## config.mk

```make
export PLATFORM = sky130hd
export DESIGN_NAME = i2c_master_txn_seq
export DESIGN_NICKNAME = d
export VERILOG_FILES = /design/src/rtl/i2c_master_txn_seq.sv
export SDC_FILE = /design/constraint.sdc
export NUM_CORES = 1
export LEC_CHECK = 0
export ABC_AREA = 1
export CORE_MARGIN = 2
export CORE_UTILIZATION = 45
export DETAILED_ROUTE_END_ITERATION = 7
export PLACE_DENSITY = 0.76
export SLEW_MARGIN = 15
export SYNTH_ARGS = -nofsm -noshare
export SYNTH_HDL_FRONTEND = slang
export SYNTH_SLANG_ARGS = --single-unit
```

## constraint.sdc

```tcl
create_clock -name i_clk -period 4.4 [get_ports i_clk]
set_input_delay 0.88 -clock i_clk [delete_from_list [all_inputs] [get_ports i_clk]]
set_output_delay 0.88 -clock i_clk [all_outputs]
set_load 0.1 [all_outputs]
```

## src/rtl/i2c_master_txn_seq.sv

```systemverilog
// i2c_master_txn_seq
// Register-access sequencer above a byte-level I2C controller. Expands one
// read/write request into START/WRITE/READ/STOP byte commands, checks the
// slave ACKs, and returns the read byte plus a 2-bit error code.
// Err: 00 ok, 01 NACK, 10 arbitration lost, 11 timeout.

module i2c_master_txn_seq #(
    parameter int TO_W      = 16,
    parameter int TO_CYCLES = 5000
) (
    input  logic       i_clk,
    input  logic       i_rst,
    input  logic       i_req,
    input  logic       i_rnw,
    input  logic [6:0] i_dev_addr,
    input  logic [7:0] i_reg_addr,
    input  logic [7:0] i_wdata,
    output logic       o_busy,
    output logic       o_done,
    output logic [7:0] o_rdata,
    output logic [1:0] o_err,
    output logic       o_byte_start,
    output logic       o_byte_stop,
    output logic       o_byte_read,
    output logic       o_byte_write,
    output logic       o_byte_tx_ack,
    output logic [7:0] o_byte_txd,
    input  logic       i_byte_done,
    input  logic       i_byte_rx_ack,
    input  logic [7:0] i_byte_rxd,
    input  logic       i_byte_al
);

    localparam logic [2:0] S_IDLE   = 3'd0;
    localparam logic [2:0] S_ADDR_W = 3'd1;
    localparam logic [2:0] S_REG    = 3'd2;
    localparam logic [2:0] S_WDATA  = 3'd3;
    localparam logic [2:0] S_ADDR_R = 3'd4;
    localparam logic [2:0] S_RDATA  = 3'd5;
    localparam logic [2:0] S_STOP   = 3'd6;
    localparam logic [2:0] S_FIN    = 3'd7;

    localparam logic [TO_W-1:0] TO_LAST = TO_W'(TO_CYCLES - 1);

    localparam logic [1:0] ERR_NACK = 2'b01;
    localparam logic [1:0] ERR_AL   = 2'b10;
    localparam logic [1:0] ERR_TO   = 2'b11;

    logic [2:0]      r_state;
    logic            r_issued;    // command pulse already sent in this byte state
    logic [TO_W-1:0] r_cnt;
    logic            r_err_set;   // first error of the transaction is sticky
    logic            r_rnw;
    logic [6:0]      r_dev;
    logic [7:0]      r_reg;
    logic [7:0]      r_wdata;

    logic            w_cmd_start;
    logic            w_cmd_stop;
    logic            w_cmd_read;
    logic            w_cmd_write;
    logic [7:0]      w_cmd_txd;
    logic [2:0]      w_done_next;
    logic            w_nack_err;

    // Per-state command to issue and successor state once Byte_done arrives
    always_comb begin
        w_cmd_start = 1'b0;
        w_cmd_stop  = 1'b0;
        w_cmd_read  = 1'b0;
        w_cmd_write = 1'b0;
        w_cmd_txd   = '0;
        w_done_next = S_FIN;
        w_nack_err  = 1'b0;
        case (r_state)
            S_ADDR_W: begin
                w_cmd_start = 1'b1;
                w_cmd_write = 1'b1;
                w_cmd_txd   = {r_dev, 1'b0};
                w_nack_err  = i_byte_rx_ack;
                w_done_next = i_byte_rx_ack ? S_STOP : S_REG;
            end
            S_REG: begin
                w_cmd_write = 1'b1;
                w_cmd_txd   = r_reg;
                w_nack_err  = i_byte_rx_ack;
                w_done_next = i_byte_rx_ack ? S_STOP : (r_rnw ? S_ADDR_R : S_WDATA);
            end
            S_WDATA: begin
                w_cmd_write = 1'b1;
                w_cmd_txd   = r_wdata;
                w_nack_err  = i_byte_rx_ack;
                w_done_next = S_STOP;
            end
            S_ADDR_R: begin
                w_cmd_start = 1'b1;
                w_cmd_write = 1'b1;
                w_cmd_txd   = {r_dev, 1'b1};
                w_nack_err  = i_byte_rx_ack;
                w_done_next = i_byte_rx_ack ? S_STOP : S_RDATA;
            end
            S_RDATA: begin
                w_cmd_read  = 1'b1;
                w_done_next = S_STOP;
            end
            S_STOP: begin
                w_cmd_stop  = 1'b1;
                w_done_next = S_FIN;
            end
            default: ;
        endcase
    end

    // Sequencer FSM, command pulses, timeout and result registers
    always_ff @(posedge i_clk) begin
        if (i_rst) begin
            r_state       <= S_IDLE;
            r_issued      <= 1'b0;
            r_cnt         <= '0;
            r_err_set     <= 1'b0;
            r_rnw         <= 1'b0;
            r_dev         <= '0;
            r_reg         <= '0;
            r_wdata       <= '0;
            o_busy        <= 1'b0;
            o_done        <= 1'b0;
            o_rdata       <= '0;
            o_err         <= '0;
            o_byte_start  <= 1'b0;
            o_byte_stop   <= 1'b0;
            o_byte_read   <= 1'b0;
            o_byte_write  <= 1'b0;
            o_byte_tx_ack <= 1'b1;
            o_byte_txd    <= '0;
        end else begin
            o_byte_start  <= 1'b0;
            o_byte_stop   <= 1'b0;
            o_byte_read   <= 1'b0;
            o_byte_write  <= 1'b0;
            o_byte_tx_ack <= 1'b1;
            o_done        <= 1'b0;
            case (r_state)
                S_IDLE: begin
                    if (i_req) begin
                        r_rnw     <= i_rnw;
                        r_dev     <= i_dev_addr;
                        r_reg     <= i_reg_addr;
                        r_wdata   <= i_wdata;
                        o_err     <= '0;
                        r_err_set <= 1'b0;
                        r_issued  <= 1'b0;
                        o_busy    <= 1'b1;
                        r_state   <= S_ADDR_W;
                    end
                end
                S_FIN: begin
                    r_state <= S_IDLE;
                end
                default: begin
                    if (i_byte_al) begin
                        if (!r_err_set) begin
                            o_err     <= ERR_AL;
                            r_err_set <= 1'b1;
                        end
                        o_done  <= 1'b1;
                        o_busy  <= 1'b0;
                        r_state <= S_FIN;
                    end else if (!r_issued) begin
                        o_byte_start <= w_cmd_start;
                        o_byte_stop  <= w_cmd_stop;
                        o_byte_read  <= w_cmd_read;
                        o_byte_write <= w_cmd_write;
                        if (w_cmd_write) begin
                            o_byte_txd <= w_cmd_txd;
                        end
                        r_issued <= 1'b1;
                        r_cnt    <= '0;
                    end else if (i_byte_done) begin
                        if (w_nack_err && !r_err_set) begin
                            o_err     <= ERR_NACK;
                            r_err_set <= 1'b1;
                        end
                        if (r_state == S_RDATA) begin
                            o_rdata <= i_byte_rxd;
                        end
                        if (w_done_next == S_FIN) begin
                            o_done <= 1'b1;
                            o_busy <= 1'b0;
                        end
                        r_issued <= 1'b0;
                        r_state  <= w_done_next;
                    end else if (r_cnt == TO_LAST) begin
                        if (!r_err_set) begin
                            o_err     <= ERR_TO;
                            r_err_set <= 1'b1;
                        end
                        o_done  <= 1'b1;
                        o_busy  <= 1'b0;
                        r_state <= S_FIN;
                    end else begin
                        r_cnt <= r_cnt + 1'b1;
                    end
                end
            endcase
        end
    end

endmodule

```

==> Word-level counts from Yosys, hierarchy flattened <==
Cells that the tools add are included.
{ "totals": {"rom_bits": 0, "ramBits": 0, "memories": 0, "reg_bits": 69, "latch_bits": 0, "in_bits": 38} }
{ "op_classes": {"div_mod_pow": 0, "n_lt_le_gt_ge": 0, "n_addsub": 1, "n_shift": 0, "n_reduce_logical": 22, "n_mul": 0, "n_eq_ne": 17, "n_mux": 52, "n_bitwise": 4} }
{ "op_table": {"columns": ["operator", "n"], "rows": [
  ["16-bit 2-to-1 mux", 3],
  ["8-bit one-hot mux with 4 select lines", 1],
  ["1-bit 2-to-1 mux", 25],
  ["3-bit 2-to-1 mux", 8],
  ["2-bit 2-to-1 mux", 9],
  ["16-bit by 1-bit adder with 16-bit output, second input constant", 1],
  ["16-bit by 13-bit equality test with 1-bit output, second input constant", 1],
  ["3-bit equality test, second input constant", 5],
  ["5-bit AND reduction", 3],
  ["3-bit one-hot mux with 4 select lines", 1],
  ["4-bit by 1-bit inequality test with 1-bit output, second input constant", 2],
  ["4-bit AND reduction", 2],
  ["4-bit nonzero test", 2],
  ["7-bit AND reduction", 1],
  ["3-bit by 2-bit equality test with 1-bit output, second input constant", 2],
  ["2-bit inequality test, second input constant", 3],
  ["3-bit by 2-bit inequality test with 1-bit output, second input constant", 2],
  ["1-bit one-hot mux with 2 select lines", 3],
  ["3-bit one-hot mux with 2 select lines", 1],
  ["3-bit AND reduction", 2],
  ["2-bit OR reduction", 3],
  ["5-bit nonzero test", 1],
  ["5-bit OR reduction", 1],
  ["1-bit inverter", 4],
  ["other kinds (10)", 10]
]} }

==> Depth between registers and ports, before layout <==
{ "depth": {"ltp_word": 9, "depth_mapped": 12, "depth_no_buf": 12} }

==> Worst setup path after synthesis <==
OpenSTA, ideal clock, no wires.
{ "synth_timing": {"path_kind": "input to register", "from": "input port i_rst", "to": "register o_rdata[0]", "path_slack_ns": 2.537, "arrival_ns": 1.796, "cell_stages": 6, "setup_ns": 0.067, "path_cell_list": "clkbuf_1 inv_1 clkbuf_1 buf_1 o21ai_0 nor2_1"} }
{ "synth_rtl": {"columns": ["item", "line_no", "source"], "rows": [
  ["start: declaration", "12", "input logic i_rst,"],
  ["end signal: assignment", "184", "o_rdata <= i_byte_rxd;"],
  ["end: declaration", "20", "output logic [7:0] o_rdata,"]
]} }

==> Final worst setup path <==
{ "layout_timing": {"from": "input port i_req", "to": "register r_wdata[2]"} }
{ "layout_via": {"elab_chain_cells": 1} }
{ "layout_rtl": {"columns": ["item", "line_no", "source"], "rows": [
  ["start: declaration", "13", "input logic i_req,"],
  ["2-bit AND reduction (no line)", null, null],
  ["end signal: assignment", "148", "r_wdata <= i_wdata;"],
  ["end: declaration", "56", "logic [7:0] r_wdata;"]
]} }
No other way between the ends.
A chain may end at the register's enable or synchronous reset.

==> metrics.csv <==
stage,metric,value,unit
status,status,"finished, final reports clean",
yosys,most common library cells after synthesis,"84 x nor2_1, 80 x nand2_1, 69 x dfxtp_1",
yosys,Synth top area share,0.4188,
detailed_routing,Detail Route Antenna Nets,0,
detailed_routing,WL/cell,12.26,um
grt,busiest grt layer,met2,
cells_and_area,max FFs per register,16,
grt,vias in the first global route,2958,
detailed_routing,via/cell ratio,5.080,
critical_path,crit path cell chain,clkdlybuf4s50_1 > inv_1 > nor2_1 > inv_1 > o21ai_0 > a21oi_1,
floorplan,Die Wd,89.61,um
grt,met2 Use GR,0.3316,
power_and_ir_drop,Leak,1.606,nW
yosys,Mapped Cells,475,
critical_path,Critical Path AT,3.01,ns
yosys,synthesis-stage register bit count,69,
clock_tree,clock sink count,69,
yosys,syn nets,514,
placed_design,"Cell Area, Placed",3939,um2
grt,global-route wire length before repair,13050,um
cells_and_area,Final nets,569,
floorplan,Die Y,89.61,um
sta,final worst-path cycle share,0.6407,
yosys,most common cell in the netlist,nor2_1,
floorplan,Rows,31,
sta,Final Slew Violations,0,
yosys,register area share after synthesis,0.4188,
placed_design,GPL Wtd Cong,0.8992,
clock_tree,Clock Path Buffers,2,
detailed_routing,First-pass DRT Iterations,5,
hold_path,worst hold path type,flop to flop,
detailed_routing,# DRC,0,
critical_path,CP startpoint kind,input port,
critical_path,Crit Path Class,input port to flop,
sta,Clock Skew,0.01316,ns
cells_and_area,P&R area growth vs syn,25.95,%
cells_and_area,final instance area,4154,um2
floorplan,Initial Util,0.4596,
critical_path,crit-path max cell delay,0.66,ns
grt,global route total overflow,0,
clock_tree,CTS Buf Count,9,
cells_and_area,"Most flops, register",r_cnt,
sta,highest clock rate,0.3547,GHz
flow_run,Max Cap Viol,0,
sta,minimum clock period,2.819,ns
sta,RSZ-0062 raised after global routing,no,
clock_tree,Clock Latency Late Sink,0.35,ns
floorplan,die area,8030,um2
detailed_routing,initial drt markers,173,
yosys,Synth area leaders,"dfxtp_1 42%, nor2_1 9.6%, nand2_1 9.1%",
critical_path,Worst Path Max Fanout,41,
clock_tree,TritonCTS clock tree,done,
cells_and_area,# diodes,0,
clock_tree,PostCTS Resize Cnt,0,
yosys,"FFs w/ async S/R, synth",0,
sta,Setup Viol. Count Final,0,
power_and_ir_drop,Pwr Density,623.9,nW/um2
yosys,Mapped Area,3298,um2
clock_tree,post-CTS setup buffer count,0,
floorplan,Core ar.,7176,um2
yosys,Synth Warn #,0,
sta,Slew @ Worst Pin,1.076,ns
critical_path,Crit path top cell by count,inv_1,
grt,M3 GR Usage,0.06581,
critical_path,Critical Path RT,4.60,ns
yosys,post-synthesis cell type count,36,
sta,Setup TNS Final,0,ns
grt,GRT Util Overall,0.2084,
detailed_routing,final wirelength,7774,um
yosys,Mean Syn Cell Area,6.944,um2
grt,initial antenna violation count,0,
placed_design,DP HPWL,5544,um
cells_and_area,layout cells sized above 1,0.06916,
yosys,Post-synth EDFFs,0,
yosys,dominant cell type by area after synthesis,dfxtp_1,
sta,max_slew headroom,0.2820,
yosys,Main synth FF type,dfxtp_1,
clock_tree,"Clk pin slew, worst setup/hold paths",0.07,ns
clock_tree,Max H-tree Level,3,
critical_path,critical path endpoint category,flop,
grt,met1 Use GR,0.2739,
power_and_ir_drop,Peak VDD IR,374.8,uV
critical_path,slowest CP cell,inv_1,
sta,Fin. Hold Viols,0,
placed_design,IO Port Bufs,61,
clock_tree,CTS Root Cell,clkbuf_8,
clock_tree,Post-CTS Hold Buffers,0,
floorplan,IO Count,63,
grt,largest net degree at the start of global routing,42,
detailed_routing,routed vias,3221,
==> final timing paths <==
path	startpoint	end	slack, ns	cells past startpoint
min reg2reg	r_wdata[0]$_SDFFE_PP0P_	r_wdata[0]$_SDFFE_PP0P_	0.45	2
min	r_wdata[0]$_SDFFE_PP0P_	r_wdata[0]$_SDFFE_PP0P_	0.45	2
max reg2reg	r_state[0]$_SDFFE_PP0P_	r_wdata[2]$_SDFFE_PP0P_	1.89	6
max	i_req	r_wdata[2]$_SDFFE_PP0P_	1.58	6
==> kinds of logic after synthesis <==
family          synth area share
buf+inv                  0.09218
compound gates            0.1756
other cells             0.001137
xor+xnor                 0.01859
flops                     0.4188
fa+ha+maj               0.003793
simple gates              0.2898
==> report_power, final <==
part	leakage (nW)	switching, W	total, W	internal (W)
registers	0.564	0.000101	0.000871	0.000770
logic	0.932	0.000854	0.00116	0.000302
clock network	0.110	0.000245	0.000564	0.000319
total	1.61	0.00120	0.00259	0.00139
==> layer usage <==
layer | routed length [um] | up-vias | part of all wire
met5 | 0 | - | 0
met4 | 87 | 0 | 0.011
met3 | 388 | 9 | 0.050
met2 | 3662 | 81 | 0.47
met1 | 3634 | 1468 | 0.47
li1 | - | 1663 | -
==> stage by stage <==
stage / setup WS, ns / utilization / power (W) / hold WS [ns] / cells
floorplan: 2.537 / - / 0.001795 / 0.4247 / 475
global placement: 1.316 / 0.5489 / 0.002016 / 0.4363 / 618
detailed placement: 1.229 / 0.5489 / 0.002030 / 0.4403 / 618
CTS: 1.569 / 0.5789 / 0.002598 / 0.4514 / 634
global route: 1.303 / 0.5789 / 0.002751 / 0.4703 / 634
finish: 1.581 / 0.5789 / 0.002592 / 0.4497 / 634
==> worst max-delay path: cells and delay by family <==
family / cells / cell delay, ns
buffers and inverters: 3 / 1.16
AND/OR/NAND/NOR: 1 / 0.49
AO/OA/AOI/OAI: 2 / 0.48
==> layout by cell type (no fill, tap or decap), types with 4 or more instances in the layout <==
cell type,n
a211oi_1,6
a21oi_1,40
clkbuf_8,9
clkdlybuf4s50_1,61
dfxtp_1,69
inv_1,45
inv_2,6
nand2_1,80
nand2_2,5
nand3_1,29
nand4_1,5
nor2_1,84
nor3_1,4
o21ai_0,40
o21ai_1,9
o22ai_1,7
xor2_1,7
==> final cells by class <==
class / instances / area (um2)
sequential: 69 / 1381
inverter: 52 / 195.2
clock inverter: 6 / 87.58
clock buffer: 10 / 127.6
fill: 676 / 3022
timing repair buffer: 63 / 625.6
multi-input combinational: 335 / 1613
tap: 99 / 123.9
No activity file was read; power rests on OpenSTA's default activity.
